`config.mk`:
```
export PLATFORM = sky130hd
export DESIGN_NAME = fma_align_sum_pipe
export DESIGN_NICKNAME = d
export VERILOG_FILES = /design/src/rtl/fma_align_sum_pipe.sv
export SDC_FILE = /design/constraint.sdc
export NUM_CORES = 1
export LEC_CHECK = 0
export CAP_MARGIN = 20
export CORE_ASPECT_RATIO = 0.75
export CORE_MARGIN = 3
export CORE_UTILIZATION = 40
export DETAILED_ROUTE_END_ITERATION = 10
export SYNTH_ARGS = -nofsm -noshare
export SYNTH_HDL_FRONTEND = slang
export SYNTH_SLANG_ARGS = --single-unit
export TNS_END_PERCENT = 30
```
`constraint.sdc`:
```
create_clock -name clk -period 10.9 [get_ports clk]
set_clock_uncertainty 0.2 [all_clocks]
set_input_delay 1.635 -clock clk [delete_from_list [all_inputs] [get_ports clk]]
set_output_delay 1.635 -clock clk [all_outputs]
set_load 0.02 [all_outputs]
```
`src/rtl/fma_align_sum_pipe.sv`:
```
`default_nettype none
// ============================================================================
//  Module      : fma_align_sum_pipe
//  Description : Two-stage align-and-add stage of a generic-width FMA.
//                Stage 1 aligns the addend against the product with a
//                right-only shift and collects the alignment sticky bit.
//                Stage 2 adds or subtracts, takes the magnitude, resolves
//                the result sign and counts leading zeros.
//                Valid/ready handshake, 1 op/cycle, 2-cycle latency.
//  Ports       : clk, reset (sync, active-high)
//                in_valid/in_ready, ps, zs, pe, ze, pm, zm, prod_zero,
//                z_zero, rm_down, tag_in                       -> operation
//                out_valid/out_ready, sum, sign, se, lzc, sticky,
//                kill_prod, kill_z, tag_out                    -> result
//  Revision    : 1.0  initial release
// ============================================================================
module fma_align_sum_pipe #(
    parameter int NF   = 10,
    parameter int NE   = 5,
    parameter int TAGW = 4,
    parameter int W    = 3*NF+6,
    parameter int LZW  = $clog2(W+1),
    parameter int AW   = NE+3
) (
    input  logic            clk,
    input  logic            reset,
    input  logic            in_valid,
    output logic            in_ready,
    input  logic            ps,
    input  logic            zs,
    input  logic [NE+1:0]   pe,
    input  logic [NE-1:0]   ze,
    input  logic [2*NF+1:0] pm,
    input  logic [NF:0]     zm,
    input  logic            prod_zero,
    input  logic            z_zero,
    input  logic            rm_down,
    input  logic [TAGW-1:0] tag_in,
    output logic            out_valid,
    input  logic            out_ready,
    output logic [W-1:0]    sum,
    output logic            sign,
    output logic [NE+1:0]   se,
    output logic [LZW-1:0]  lzc,
    output logic            sticky,
    output logic            kill_prod,
    output logic            kill_z,
    output logic [TAGW-1:0] tag_out
);

    // Alignment offset: addend MSB sits NF+3 bits above the product MSB
    // when exponents are equal.
    localparam logic [AW-1:0]        C_ALIGN_OFF = AW'(NF+3);
    localparam logic [NE+1:0]        C_SE_OFF    = (NE+2)'(NF+3);
    localparam logic signed [AW-1:0] C_WMAX      = AW'(W-1);

    // ------------------------------------------------------------------
    // Handshake
    // ------------------------------------------------------------------
    logic r_s1_valid_q, w_s1_valid_d;
    logic r_out_valid_q, w_out_valid_d;
    logic w_s2_adv, w_s1_adv;

    assign w_s2_adv = ~r_out_valid_q | out_ready;
    assign w_s1_adv = ~r_s1_valid_q | w_s2_adv;
    assign in_ready = w_s1_adv;

    // ------------------------------------------------------------------
    // Stage 1: alignment
    // ------------------------------------------------------------------
    logic signed [AW-1:0] w_acnt;
    logic [AW-1:0]        w_sh;
    logic [W-1:0]         w_zbase, w_pvec_raw, w_zshift;
    logic                 w_zlost;
    logic [NE+1:0]        w_se_p;

    logic [W-1:0]    r_s1_am_q, w_s1_am_d;
    logic [W-1:0]    r_s1_pvec_q, w_s1_pvec_d;
    logic            r_s1_sticky_q, w_s1_sticky_d;
    logic [NE+1:0]   r_s1_se_q, w_s1_se_d;
    logic            r_s1_kp_q, w_s1_kp_d;
    logic            r_s1_kz_q, w_s1_kz_d;
    logic            r_s1_ps_q, w_s1_ps_d;
    logic            r_s1_zs_q, w_s1_zs_d;
    logic            r_s1_pz_q, w_s1_pz_d;
    logic            r_s1_zz_q, w_s1_zz_d;
    logic            r_s1_rmd_q, w_s1_rmd_d;
    logic [TAGW-1:0] r_s1_tag_q, w_s1_tag_d;

    assign w_acnt     = $signed({pe[NE+1], pe} - {3'b000, ze} + C_ALIGN_OFF);
    assign w_sh       = w_acnt;
    assign w_zbase    = {zm, {(2*NF+5){1'b0}}};
    assign w_pvec_raw = prod_zero ? '0 : {{(NF+2){1'b0}}, pm, 2'b00};
    assign w_zshift   = w_zbase >> w_sh;
    // Bits of the addend that fall below the window after the shift.
    assign w_zlost    = |(w_zbase & ~({W{1'b1}} << w_sh));
    assign w_se_p     = pe + C_SE_OFF;

    always_comb begin
        w_s1_valid_d  = r_s1_valid_q;
        w_s1_am_d     = r_s1_am_q;
        w_s1_pvec_d   = r_s1_pvec_q;
        w_s1_sticky_d = r_s1_sticky_q;
        w_s1_se_d     = r_s1_se_q;
        w_s1_kp_d     = r_s1_kp_q;
        w_s1_kz_d     = r_s1_kz_q;
        w_s1_ps_d     = r_s1_ps_q;
        w_s1_zs_d     = r_s1_zs_q;
        w_s1_pz_d     = r_s1_pz_q;
        w_s1_zz_d     = r_s1_zz_q;
        w_s1_rmd_d    = r_s1_rmd_q;
        w_s1_tag_d    = r_s1_tag_q;
        if (w_s1_adv) begin
            w_s1_valid_d = in_valid;
            if (in_valid) begin
                w_s1_ps_d   = ps;
                w_s1_zs_d   = zs;
                w_s1_pz_d   = prod_zero;
                w_s1_zz_d   = z_zero;
                w_s1_rmd_d  = rm_down;
                w_s1_tag_d  = tag_in;
                w_s1_pvec_d = w_pvec_raw;
                w_s1_kp_d   = 1'b0;
                w_s1_kz_d   = 1'b0;
                if (prod_zero) begin
                    w_s1_am_d     = w_zbase;
                    w_s1_sticky_d = 1'b0;
                    w_s1_se_d     = {2'b00, ze};
                end else if (w_acnt[AW-1]) begin
                    // Product lies wholly below the addend LSB.
                    w_s1_kp_d     = 1'b1;
                    w_s1_am_d     = w_zbase;
                    w_s1_pvec_d   = '0;
                    w_s1_sticky_d = |pm;
                    w_s1_se_d     = {2'b00, ze};
                end else if (w_acnt > C_WMAX) begin
                    w_s1_kz_d     = 1'b1;
                    w_s1_am_d     = '0;
                    w_s1_sticky_d = (|zm) & ~z_zero;
                    w_s1_se_d     = w_se_p;
                end else begin
                    w_s1_am_d     = w_zshift;
                    w_s1_sticky_d = w_zlost;
                    w_s1_se_d     = w_se_p;
                end
                if (z_zero) begin
                    w_s1_am_d     = '0;
                    w_s1_sticky_d = 1'b0;
                end
            end
        end
    end

    always_ff @(posedge clk) begin
        if (reset) begin
            r_s1_valid_q  <= 1'b0;
            r_s1_am_q     <= '0;
            r_s1_pvec_q   <= '0;
            r_s1_sticky_q <= 1'b0;
            r_s1_se_q     <= '0;
            r_s1_kp_q     <= 1'b0;
            r_s1_kz_q     <= 1'b0;
            r_s1_ps_q     <= 1'b0;
            r_s1_zs_q     <= 1'b0;
            r_s1_pz_q     <= 1'b0;
            r_s1_zz_q     <= 1'b0;
            r_s1_rmd_q    <= 1'b0;
            r_s1_tag_q    <= '0;
        end else begin
            r_s1_valid_q  <= w_s1_valid_d;
            r_s1_am_q     <= w_s1_am_d;
            r_s1_pvec_q   <= w_s1_pvec_d;
            r_s1_sticky_q <= w_s1_sticky_d;
            r_s1_se_q     <= w_s1_se_d;
            r_s1_kp_q     <= w_s1_kp_d;
            r_s1_kz_q     <= w_s1_kz_d;
            r_s1_ps_q     <= w_s1_ps_d;
            r_s1_zs_q     <= w_s1_zs_d;
            r_s1_pz_q     <= w_s1_pz_d;
            r_s1_zz_q     <= w_s1_zz_d;
            r_s1_rmd_q    <= w_s1_rmd_d;
            r_s1_tag_q    <= w_s1_tag_d;
        end
    end

    // ------------------------------------------------------------------
    // Stage 2: add / subtract, magnitude, sign, leading-zero count
    // ------------------------------------------------------------------
    logic           w_eff_sub;
    logic [W:0]     w_diff;
    logic [W-1:0]   w_mag;
    logic           w_sign;
    logic [LZW-1:0] w_lzc;

    assign w_eff_sub = (r_s1_ps_q ^ r_s1_zs_q) & ~r_s1_zz_q & ~r_s1_pz_q;
    assign w_diff    = {1'b0, r_s1_pvec_q} - {1'b0, r_s1_am_q};

    always_comb begin
        if (w_eff_sub) begin
            // Borrow out of the extended subtraction marks a negative result.
            w_mag  = w_diff[W] ? (~w_diff[W-1:0] + 1'b1) : w_diff[W-1:0];
            w_sign = w_diff[W] ? r_s1_zs_q : r_s1_ps_q;
        end else begin
            w_mag  = r_s1_pvec_q + r_s1_am_q;
            w_sign = r_s1_pz_q ? r_s1_zs_q : r_s1_ps_q;
        end
        if ((w_mag == '0) && !r_s1_sticky_q) begin
            if (w_eff_sub)
                w_sign = r_s1_rmd_q;
            else
                w_sign = r_s1_pz_q ? r_s1_zs_q : (r_s1_ps_q & r_s1_zs_q);
        end
    end

    // Priority count from the MSB: the highest set bit wins.
    always_comb begin
        w_lzc = LZW'(W);
        for (int i = 0; i < W; i++) begin
            if (w_mag[i]) w_lzc = LZW'(W - 1 - i);
        end
    end

    logic [W-1:0]    r_sum_q, w_sum_d;
    logic            r_sign_q, w_sign_d;
    logic [NE+1:0]   r_se_q, w_se_d;
    logic [LZW-1:0]  r_lzc_q, w_lzc_d;
    logic            r_sticky_q, w_sticky_d;
    logic            r_kp_q, w_kp_d;
    logic            r_kz_q, w_kz_d;
    logic [TAGW-1:0] r_tag_q, w_tag_d;

    always_comb begin
        w_out_valid_d = r_out_valid_q;
        w_sum_d       = r_sum_q;
        w_sign_d      = r_sign_q;
        w_se_d        = r_se_q;
        w_lzc_d       = r_lzc_q;
        w_sticky_d    = r_sticky_q;
        w_kp_d        = r_kp_q;
        w_kz_d        = r_kz_q;
        w_tag_d       = r_tag_q;
        if (w_s2_adv) begin
            w_out_valid_d = r_s1_valid_q;
            if (r_s1_valid_q) begin
                w_sum_d    = w_mag;
                w_sign_d   = w_sign;
                w_se_d     = r_s1_se_q;
                w_lzc_d    = w_lzc;
                w_sticky_d = r_s1_sticky_q;
                w_kp_d     = r_s1_kp_q;
                w_kz_d     = r_s1_kz_q;
                w_tag_d    = r_s1_tag_q;
            end
        end
    end

    always_ff @(posedge clk) begin
        if (reset) begin
            r_out_valid_q <= 1'b0;
            r_sum_q       <= '0;
            r_sign_q      <= 1'b0;
            r_se_q        <= '0;
            r_lzc_q       <= '0;
            r_sticky_q    <= 1'b0;
            r_kp_q        <= 1'b0;
            r_kz_q        <= 1'b0;
            r_tag_q       <= '0;
        end else begin
            r_out_valid_q <= w_out_valid_d;
            r_sum_q       <= w_sum_d;
            r_sign_q      <= w_sign_d;
            r_se_q        <= w_se_d;
            r_lzc_q       <= w_lzc_d;
            r_sticky_q    <= w_sticky_d;
            r_kp_q        <= w_kp_d;
            r_kz_q        <= w_kz_d;
            r_tag_q       <= w_tag_d;
        end
    end

    assign out_valid = r_out_valid_q;
    assign sum       = r_sum_q;
    assign sign      = r_sign_q;
    assign se        = r_se_q;
    assign lzc       = r_lzc_q;
    assign sticky    = r_sticky_q;
    assign kill_prod = r_kp_q;
    assign kill_z    = r_kz_q;
    assign tag_out   = r_tag_q;

endmodule
`default_nettype wire

```
# After elaboration in Yosys (flattened, before gate mapping)
# Index checks and enable logic that the tools add are counted.
dict set report word_totals {
  inputBits 58
  mem_count 0
  register_bits 150
  mem_bits_rw 0
  rom_bits 0
  latchBits 0
}
dict set report op_classes {
  multipliers 0
  n_bitwise 15
  mux 62
  reduce_logical 8
  addsub 6
  div_mod_pow 0
  eq_ne 0
  shifts 2
  order_cmp 1
}
# cell count
set op_table {}
lappend op_table {{$mux W36} 6}
lappend op_table {{$mux W6} 35}
lappend op_table {{$mux W24} 3}
lappend op_table {{$not A36 Y36} 2}
lappend op_table {{$sub A36 B36 Y37} 1}
lappend op_table {{$add A36 B1 Y36 const B} 1}
lappend op_table {{$add A36 B36 Y36} 1}
lappend op_table {{$and A36 B36 Y36} 1}
lappend op_table {{$logic_not A36 Y1} 1}
lappend op_table {{$reduce_or A36 Y1} 1}
lappend op_table {{$shl A36 B8 Y36 const A} 1}
lappend op_table {{$shr A36 B8 Y36} 1}
lappend op_table {{$reduce_or A22 Y1} 1}
lappend op_table {{$mux W1} 15}
lappend op_table {{$mux W7} 2}
lappend op_table {{$reduce_or A11 Y1} 1}
lappend op_table {{$add A8 B4 Y8 const B} 1}
lappend op_table {{$gt A8 B7 Y1 const B} 1}
lappend op_table {{$sub A7 B6 Y8} 1}
lappend op_table {{$add A7 B4 Y7 const B} 1}
lappend op_table {{$not A1 Y1} 5}
lappend op_table {{$and A1 B1 Y1} 4}
lappend op_table {{$reduce_and A2 Y1} 2}
lappend op_table {{$mux W3} 1}
lappend op_table {{other kinds (4)} 5}

# Longest topological paths before layout
# Gate-level depths: netlist of run 1.
dict set report logic_depth {
  ltp_word 41
  depth_mapped 19
}

# Worst setup path after synthesis of run 1
# OpenSTA, ideal clock, no wires.
dict set report synth_timing {
  kind {input port to flip-flop}
  startpoint {input port pe[1]}
  endpoint {register r_s1_am_q[13]}
  t_required_ns 10.572
  n_path_buf 0
  arrival_ns 4.385
  slack_ns 6.188
  cell_stages 14
  path_cell_list {inv_1 -> ha_1 -> inv_1 -> ha_1 -> fa_1 -> a21o_1 -> a21oi_1 -> o21bai_1 -> a21oi_1 -> nor2_1 -> nand3_1 -> nor2_1 -> a222oi_1 -> nor2_1}
}
dict set report synth_between {
  elab_chain_len 7
  word_cells_on_any_way 8
}
# item line_no
set synth_rtl {}
lappend synth_rtl {{start: declaration} 31} ;# input logic [NE+1:0] pe,
lappend synth_rtl {{$sub A7 B6 Y8 (*)} 90} ;# assign w_acnt = $signed({pe[NE+1], pe} - {3'b000, ze} + C_ALIGN_OFF);
lappend synth_rtl {{$add A8 B4 Y8 (*)} 90}
lappend synth_rtl {{$shr A36 B8 Y36 / $gt A8 B7 Y1 (equally long branches)} {94, 136}}
lappend synth_rtl {{$mux W36} 136} ;# end else if (w_acnt > C_WMAX) begin
lappend synth_rtl {{$mux W36 (*)} 129} ;# end else if (w_acnt[AW-1]) begin
lappend synth_rtl {{$mux W36 (*)} 125} ;# if (prod_zero) begin
lappend synth_rtl {{$mux W36 (*)} 146} ;# if (z_zero) begin
lappend synth_rtl {{end signal: assignment} 171} ;# r_s1_am_q <= w_s1_am_d;
lappend synth_rtl {{end: declaration} 77} ;# logic [W-1:0] r_s1_am_q, w_s1_am_d;
# Every way passes the cells marked *; elsewhere a longest branch is shown, timed or not.
# A chain may end at the register's enable or synchronous reset.

# Final worst setup path of run 1
dict set report layout_timing {
  startpoint {register r_s1_am_q[8]}
  endpoint {register r_sign_q (netlist: sign)}
}
dict set report layout_between {
  elab_chain_len 8
  word_cells_on_any_way 11
}
# item line_no
set layout_rtl {}
lappend layout_rtl {{$sub A36 B36 Y37} 196} ;# assign w_diff = {1'b0, r_s1_pvec_q} - {1'b0, r_s1_am_q};
lappend layout_rtl {{$not A36 Y36} 201} ;# w_mag = w_diff[W] ? (~w_diff[W-1:0] + 1'b1) : w_diff[W-1:0];
lappend layout_rtl {{$add A36 B1 Y36} 201}
lappend layout_rtl {{$mux W36} 201}
lappend layout_rtl {{$mux W36} 199} ;# if (w_eff_sub) begin
lappend layout_rtl {{$logic_not A36 Y1} 207} ;# if ((w_mag == '0) && !r_s1_sticky_q) begin
lappend layout_rtl {{$logic_and A1 B1 Y1} 207}
lappend layout_rtl {{$mux W1 (*)} 207}
lappend layout_rtl {{end signal: assignment} 271} ;# r_sign_q <= w_sign_d;
lappend layout_rtl {{end: declaration} 224} ;# logic r_sign_q, w_sign_d;
# Marked as above.

==> out/results.tsv, run 1 <==
metric	value	unit
synth-seq-area-share	0.2247	
synth-edff-count	0	
dieArea	32440	µm²
grt_pass1_vias	12160	
grt_max_degree	86	
clk_pin_slew	0.07	ns
fin_nets	1883	
hold_buffers	0	
portBuffers	116	
setup_ws	5.290	ns
setup.worst_path.class	flop to flop	
vias	13160	
io_pins	117	
syn_area_per_cell	7.036	µm²
postSynthCellCount	1722	
layout-drive-gt1-share	0.05515	
synth-seq-cells	136	
dp_slack	5.058	ns
power.density	137.5	nW/µm²
hold_class	flop to flop	
status	finished, final reports clean	
power.leakage	5.273	nW
peakVddDrop	83.53	µV
drtAntennaViolNets	0	
ctsResizeCount	0	
dp_hpwl	33.75	mm
antenna_found_initial	0	
wl_per_cell	20.17	µm
core	29460	µm²
gr-total-overflow	0	
synth.cell_area	12120	µm²
cts_buffer_depth	2	
cp.arrival	5.73	ns
via_per_inst	6.069	
cts_setup_buffers	0	
tns	0	ns
htreeDepth	4	
die_height	156.7	µm
yosys_warnings	0	
finalCritPeriodShare	0.5147	
first_iter_violations	1381	
std_cell_rows	54	
synth_top_area_frac	0.2247	
start_util	0.4113	
synthArstFlopShare	0	
setup_viol	0	
max_freq	0.1783	GHz
drt-pass1-iter-count	7	
numCtsBuffers	17	
track_usage	0.2680	
antenna_cells	0	
start_kind	flop	
cts_sinks	136	
period_needed	5.610	ns
area_growth	16.12	%
yosysUniqueCellTypes	99	
syn-num-nets	1841	
cp.required	11.02	ns
clk_latency	0.43	ns
grt_pass1_wl	69.22	mm
hold_violations	0	
max_slew_margin	0.3476	
drt_wl_total	43.74	mm
synth_ff_type	dfxtp_1	
drv_slew	0	
yosysTopAreaCell	dfxtp_1	
worstMarginPinSlew	0.9680	ns
gp_congestion	0.9425	
worst-path-max-fanout	14	
synthTopCellsByArea	dfxtp_1 22%, a21oi_1 7.6%, nand2_1 7.0%	
cts_root_buffer	clkbuf_16	
cts_tree	done	
cap_violations	0	
endpoint_kind	flop	
die_x	207.0	µm
rsz0062_at_grt	false	
drcViolationCount	0	
==> registers in the layout (all words and copies together) (netlist names), 4 cells and up <==
signal       cells
tag_out          4
se               7
r_s1_tag_q       4
r_s1_pvec_q     22
sum             36
r_s1_am_q       36
r_s1_se_q        7
lzc              6
==> cell usage after synthesis, types with 6 or more instances <==
cell type	number
and2_1	15
o2111ai_1	6
nor2_1	196
clkbuf_1	77
a22oi_1	26
xnor2_1	49
a21oi_1	183
nor4_1	20
a31oi_1	26
nand3_1	73
buf_2	12
nor3b_1	7
o21a_1	6
o22ai_1	9
or4_1	10
a22o_1	12
o211ai_1	16
inv_1	64
a2111oi_0	9
a311oi_1	8
and4_1	7
and3_1	19
a211o_1	12
o31a_1	6
mux2i_1	21
nand4_1	18
buf_1	16
o31ai_1	11
a21o_1	19
o21ai_1	6
a211oi_1	15
nor2b_1	22
xor2_1	16
nor3_1	64
nand2_1	226
dfxtp_1	136
nand2b_1	20
mux2_2	8
or3_1	23
o21ai_0	58
ha_1	59
==> power by group <==
part / leakage [nW] / internal, mW / switching (mW)
Combinational: 3.87 / 0.281 / 0.513
Sequential: 1.10 / 0.515 / 0.0169
Clock: 0.297 / 0.366 / 0.244
==> stage by stage <==
stage	cell area (µm²)	utilization	total power, mW	hold slack, ns	std cells
floorplan	12120	-	1.090	0.2321	1722
global placement	13460	0.4568	1.311	0.2401	2137
detailed placement	13460	0.4568	1.313	0.2446	2137
CTS	14070	0.4776	1.929	0.2543	2169
global route	14070	0.4776	2.040	0.2746	2169
finish	14070	0.4776	1.935	0.2500	2169
==> cell families (layout without fill, tap and decap cells) <==
family	count (synthesis)	in the layout	synth area share
simple gates	749	749	0.2989
compound gates	508	508	0.2821
buf+inv	173	228	0.05638
flops	136	136	0.2247
xor+xnor	65	65	0.04698
fa+ha+maj	61	61	0.06423
mux	30	30	0.02664
==> cell usage in the layout, fill, tap and decap left out, drive strengths merged, types with 9 or more instances in the layout <==
| cell | Yosys | final |
|---|---|---|
| a31oi | 26 | 26 |
| a22o | 12 | 12 |
| nor4 | 23 | 23 |
| nand2b | 20 | 20 |
| nor2b | 22 | 22 |
| dfxtp | 136 | 136 |
| a311oi | 9 | 9 |
| and2 | 16 | 16 |
| o31ai | 11 | 11 |
| o211ai | 16 | 16 |
| or3 | 24 | 24 |
| a211oi | 19 | 19 |
| clkbuf | 77 | 18 |
| ha | 59 | 59 |
| nor3 | 67 | 67 |
| inv | 64 | 70 |
| or4 | 10 | 10 |
| o21ai | 65 | 65 |
| mux2i | 21 | 21 |
| xor2 | 16 | 16 |
| buf | 31 | 16 |
| nor2 | 196 | 196 |
| a211o | 12 | 12 |
| nand3 | 73 | 73 |
| xnor2 | 49 | 49 |
| a21o | 19 | 19 |
| and3 | 19 | 19 |
| nand2 | 226 | 226 |
| a21oi | 183 | 183 |
| o22ai | 9 | 9 |
| a2111oi | 11 | 11 |
| nand4 | 18 | 18 |
| clkdlybuf4s50 | 0 | 115 |
| a22oi | 26 | 26 |
==> final timing paths <==
| path | end | slack (ns) | cells after the start | startpoint |
|---|---|---|---|---|
| hold / removal | se[6] | 0.25 | 2 | r_s1_se_q[6] |
| hold reg to reg | se[6] | 0.25 | 2 | r_s1_se_q[6] |
| setup / recovery | sign | 5.29 | 16 | r_s1_am_q[8] |
| setup reg to reg | sign | 5.29 | 16 | r_s1_am_q[8] |
==> final cells by class <==
cell class | instances | area (µm²)
fill | 3023 | 15390
multi-input combinational | 1413 | 8727
sequential | 136 | 2723
timing repair buffer | 131 | 1271
tap | 392 | 490.5
clock buffer | 18 | 429.2
inverter | 65 | 244.0
clock inverter | 14 | 185.2
==> routing by layer <==
metal / GRT usage / share of wire / vias up
li1: - / - / 6393
met1: 0.4042 / 0.49 / 6307
met2: 0.3940 / 0.42 / 423
met3: 0.04783 / 0.072 / 41
met4: 0.06160 / 0.014 / 0
met5: 0 / 0 / -
==> worst max-delay path: stages (launching register included) <==
cell and delay [ns]:
dfxtp_1 0.43, inv_1 0.07, ha_1 0.63, and4_1 0.41, nor4b_4 0.34, a211o_1 0.37, a21oi_1 0.24, a2111oi_0 0.60
o22ai_1 0.22, a2111oi_2 0.40, a31oi_1 0.16, nor4_2 0.30, xnor2_1 0.20, nor4_2 0.36, and3_1 0.25, nand4b_1 0.11
a21o_1 0.19
Note: power is estimated with default switching activity, not from simulation.
==> run 2, diff against run 1 <==
==> constraint.sdc (replaced) <==
create_clock -name clk -period 5.7 [get_ports clk]
set_clock_uncertainty 0.2 [all_clocks]
set_input_delay 0.855 -clock clk [delete_from_list [all_inputs] [get_ports clk]]
set_output_delay 0.855 -clock clk [all_outputs]
set_load 0.02 [all_outputs]
==> out/results.tsv, run 2 (synthesis gave the netlist of run 1 again) <==
metric	value	unit	change
grt_pass1_wl	67.62	mm	-2.3%
cts_root_buffer	clkbuf_16		
wl_per_cell	19.77	µm	-2.0%
die_height	156.7	µm	unchanged
n_fill_cell	3052		+0.96%
place_area	13600	µm²	+1.1%
dp_hpwl	33.97	mm	+0.65%
track_usage	0.2619		-0.006067
worst-path-max-fanout	9		-5
portBuffers	116		unchanged
cts_tree	done		
dp_cells	2155		+0.84%
p_total	3.720	mW	+92%
worst-path-buf-inv	1		unchanged
drv_slew	0		unchanged
cts_sinks	136		unchanged
cts_buffer_depth	2		unchanged
cap_violations	0		unchanged
clk_pin_slew	0.06	ns	about the same
gp_congestion	1.001		+6.2%
peakVddDrop	201.1	µV	+140%
min_from	lzc[3]		
cts_setup_buffers	0		unchanged
fin_nets	1902		+1.0%
tns	0	ns	unchanged
htreeDepth	4		unchanged
reg2reg_from	r_s1_am_q[0]		
fin_area	14250	µm²	+1.3%
utilization	0.4837		+0.006117
drtAntennaViolNets	0		unchanged
vias	13270		+0.77%
max_slew_margin	0.2151		-0.1325
endpoint_kind	flop		
cpPeakStageDelay	0.52	ns	-0.11 ns
worst_hold_slack	0.2443	ns	-0.005619 ns
drt_wl_total	43.25	mm	-1.1%
status	finished, final reports clean		
cp.required	5.83	ns	-5.19 ns
start_kind	flop		
std_cell_rows	54		unchanged
hold_buffers	0		unchanged
via_per_inst	6.063		-0.11%
layout-drive-gt1-share	0.06626		+0.01111
drcViolationCount	0		unchanged
dp_slack	0.2958	ns	-4.762 ns
core	29460	µm²	unchanged
setup_viol	0		unchanged
antenna_found_initial	1		+1
setup_ws	0.3572	ns	-4.933 ns
cp_cell_sequence	inv_1, ha_1, a211oi_4, o31a_2, a21oi_1, o32a_1, a311oi_4, and2_1, a21oi_1, xnor2_1, o21ai_0, o21ai_0, or4_1, a311oi_1, o21ai_1, a22o_1		
gr-total-overflow	0		unchanged
setup.worst_path.class	flop to flop		
critical-path-top-delay-family	compound AO/OA/AOI/OAI gates		
antenna_cells	0		unchanged
start_util	0.4113		unchanged
cp.arrival	5.47	ns	-0.26 ns
worstMarginPinSlew	1.168	ns	+0.1996 ns
final_cell_mix	225 x nand2_1, 195 x nor2_1, 183 x a21oi_1, 136 x dfxtp_1, 115 x clkdlybuf4s50_1		
rsz0062_at_grt	false		
area_growth	17.61	%	
power.leakage	5.370	nW	+1.8%
layout_commonest_cell	nand2_1		
power.density	261.1	nW/µm²	+90%
finalCritPeriodShare	0.9373		+0.4226
dieArea	32440	µm²	unchanged
startpoint	r_s1_am_q[0]		
io_pins	117		unchanged
hold_violations	0		unchanged
die_x	207.0	µm	unchanged
grt_max_degree	86		unchanged
crit_slowest_cell	dfxtp_1		
hold_class	flop to flop		
max_freq	0.1872	GHz	+5.0%
clk_latency	0.44	ns	about the same
grt_pass1_vias	12090		-0.63%
drt-pass1-iter-count	5		-2
first_iter_violations	1234		-11%
numCtsBuffers	17		unchanged
fin_cells	2188		+0.88%
period_needed	5.343	ns	-0.2672 ns
## run 2: cell count changes in the layout (fill, tap and decap cells not counted), sizes merged
cell,before,now
buf,16,35
clkbuf,18,20
clkinv,5,3
clkinvlp,1,2
inv,70,69
## run 2: layout make-up
cell class | count | area, µm² | share of cell area
inverters | 65 | 244.0 | 0.01712
repair buffers | 150 | 1418 | 0.09948
clock buffers | 20 | 446.7 | 0.03135
well taps | 392 | 490.5 | 0.03442
flip-flops and latches | 136 | 2723 | 0.1911
clock inverters | 12 | 165.2 | 0.01159
multi-input cells | 1413 | 8763 | 0.6150
## run 2: path summary, 6_finish.rpt
kind / to / slack, ns / cells after the start
worst max register to register: lzc[0] / 0.36 / 16
worst max-delay path: lzc[0] / 0.36 / 16
worst min register to register: lzc[3] / 0.24 / 2
worst min-delay path: lzc[3] / 0.24 / 2
## run 2: worst reg2reg max path: stages (launching register included)
cell	delay [ns]
dfxtp_1	0.52
inv_1	0.14
ha_1	0.34
a211oi_4	0.49
o31a_2	0.29
a21oi_1	0.16
o32a_1	0.44
a311oi_4	0.49
and2_1	0.30
a21oi_1	0.11
xnor2_1	0.15
o21ai_0	0.42
o21ai_0	0.12
or4_1	0.41
a311oi_1	0.35
o21ai_1	0.10
a22o_1	0.21
## run 2: what timing repair did
action	CTS	global route
setup endpoints to repair	0	3
endpoints found under the hold margin	0	0
gates resized for setup	0	7
## run 2: metal layers
layer  track usage  up-vias  part of all wire
met5             0        -           0.00032
met3       0.06010       36             0.084
met1        0.3943     6336              0.49
met2        0.3830      486              0.42
met4       0.04620        2            0.0089
li1              -     6405                 -
## run 2: power by group
group	switching, mW	internal [mW]	total, mW
Clock	0.453	0.707	1.16
Combinational	0.985	0.560	1.55
Sequential	0.0291	0.985	1.01
Total	1.47	2.25	3.72
==> run 3, diff against run 2 <==
--- a/config.mk
+++ b/config.mk
@@ -7,7 +7,7 @@
 export LEC_CHECK = 0
 export CAP_MARGIN = 20
 export CORE_ASPECT_RATIO = 0.75
-export CORE_MARGIN = 3
+export CORE_MARGIN = 2
 export CORE_UTILIZATION = 40
 export DETAILED_ROUTE_END_ITERATION = 10
 export SYNTH_ARGS = -nofsm -noshare
==> out/results.tsv, run 3 (synthesis gave the netlist of run 1 again) <==
metric	value	unit	change
power.density	267.4	nW/µm²	+2.4%
met1_usage	0.4123		+0.01797
max_freq	0.1859	GHz	-0.68%
antenna_found_initial	2		+1
met2_usage	0.3681		-0.01496
first_iter_violations	1225		-0.73%
final_cell_mix	225 x nand2_1, 195 x nor2_1, 183 x a21oi_1, 136 x dfxtp_1, 115 x clkdlybuf4s50_1		
dp_hpwl	33.16	mm	-2.4%
worst_hold_slack	0.2462	ns	+0.001903 ns
numCtsBuffers	17		unchanged
n_fill_cell	3094		+1.4%
tns	0	ns	unchanged
cts_tree	done		
period_needed	5.379	ns	+0.03647 ns
dieArea	31710	µm²	-2.2%
via_per_inst	5.967		-1.6%
min_from	r_s1_kp_q		
startpoint	r_s1_am_q[9]		
cts_root_buffer	clkbuf_16		
cap_violations	0		unchanged
peakVddDrop	181.7	µV	-9.7%
grt_max_degree	87		+1.2%
layout_commonest_cell	nand2_1		
finalCritPeriodShare	0.9437		+0.006398
track_usage	0.2685		+0.006557
clk_latency	0.43	ns	about the same
reg2reg_from	r_s1_am_q[9]		
drcViolationCount	0		unchanged
area_growth	18.40	%	
grtUsageMet3	0.06595		+0.005855
layout-drive-gt1-share	0.06841		+0.002151
start_util	0.4038		-0.007478
hold_buffers	0		unchanged
hold_class	flop to flop		
setup_viol	0		unchanged
endpoint_kind	flop		
drt-pass1-iter-count	5		unchanged
cp.required	5.83	ns	about the same
drtAntennaViolNets	0		unchanged
std_cell_rows	55		+1.9%
wl_per_cell	19.40	µm	-1.9%
core	30000	µm²	+1.9%
setup.worst_path.class	flop to flop		
die_height	154.7	µm	-1.3%
start_kind	flop		
dp_cells	2165		+0.46%
power.leakage	5.412	nW	+0.79%
cts_sinks	136		unchanged
grt_pass1_wl	67.05	mm	-0.84%
top_usage_layer	met1		
portBuffers	116		unchanged
drt_wl_total	42.63	mm	-1.4%
vias	13120		-1.1%
io_pins	117		unchanged
clk_pin_slew	0.06	ns	about the same
worstMarginPinSlew	1.204	ns	+0.03654 ns
htreeDepth	4		unchanged
grt_pass1_vias	11570		-4.2%
cts_buffer_depth	2		unchanged
gp_congestion	0.9511		-5.0%
worst-path-max-fanout	10		+1
utilization	0.4781		-0.005585
gr-total-overflow	0		unchanged
hold_violations	0		unchanged
drv_slew	0		unchanged
rsz0062_at_grt	false		
fin_nets	1905		+0.16%
status	finished, final reports clean		
max_slew_margin	0.1905		-0.02456
die_x	205.0	µm	-0.97%
fin_cells	2198		+0.46%
cp.arrival	5.51	ns	+0.04 ns
[run 3: area by class of cell]
| class | instances | area [µm²] | share of cell area |
|---|---|---|---|
| tap | 399 | 499.2 | 0.03480 |
| timing repair buffer | 153 | 1440 | 0.1004 |
| clock inverter | 12 | 224.0 | 0.01561 |
| antenna | 1 | 2.502 | 0.0001744 |
| clock buffer | 19 | 442.9 | 0.03087 |
| multi-input combinational | 1413 | 8771 | 0.6114 |
| inverter | 65 | 244.0 | 0.01701 |
| sequential | 136 | 2723 | 0.1898 |
[run 3: timing repair]
item,4_1_cts,5_1_grt
setup endpoints to repair,0,4
resized for setup,0,11
setup buffers,0,0
[run 3: where the power goes]
group	internal (mW)	switching [mW]
registers	0.986	0.0273
logic	0.560	0.991
clock network	0.830	0.442
[run 3: metal layers]
| metal | up-vias | share of wire |
|---|---|---|
| li1 | 6412 | - |
| met1 | 6142 | 0.50 |
| met3 | 35 | 0.095 |
| met2 | 526 | 0.39 |
| met5 | - | 0 |
| met4 | 0 | 0.016 |
[run 3: final timing paths]
check / slack, ns / endpoint / cells after the start
worst min-delay path: 0.25 / kill_prod / 2
worst max register to register: 0.32 / sign / 16
worst max-delay path: 0.32 / sign / 16
worst min register to register: 0.25 / kill_prod / 2
[run 3: metrics by stage]
step / total power [mW] / worst slack (ns) / area (µm²)
2_1_floorplan: 2.085 / 1.250 / 12120
3_3_place_gp: 2.516 / 0.3446 / 13630
3_5_place_dp: 2.523 / 0.3149 / 13630
4_1_cts: 3.805 / 0.3018 / 14300
5_1_grt: 4.037 / 0.01429 / 14340
6_report: 3.836 / 0.3208 / 14350
[run 3: critical path: stages (launching register included)]
cell	delay, ns
dfxtp_1	0.38
inv_1	0.06
ha_1	0.52
and4_1	0.39
nor4b_4	0.37
a211o_1	0.34
a21oi_1	0.23
a2111oi_2	0.48
o221ai_2	0.22
a2111oi_2	0.52
a31oi_1	0.17
nor4_2	0.29
xnor2_1	0.19
nor4_2	0.36
and3_1	0.25
nand4b_1	0.11
a21o_1	0.19
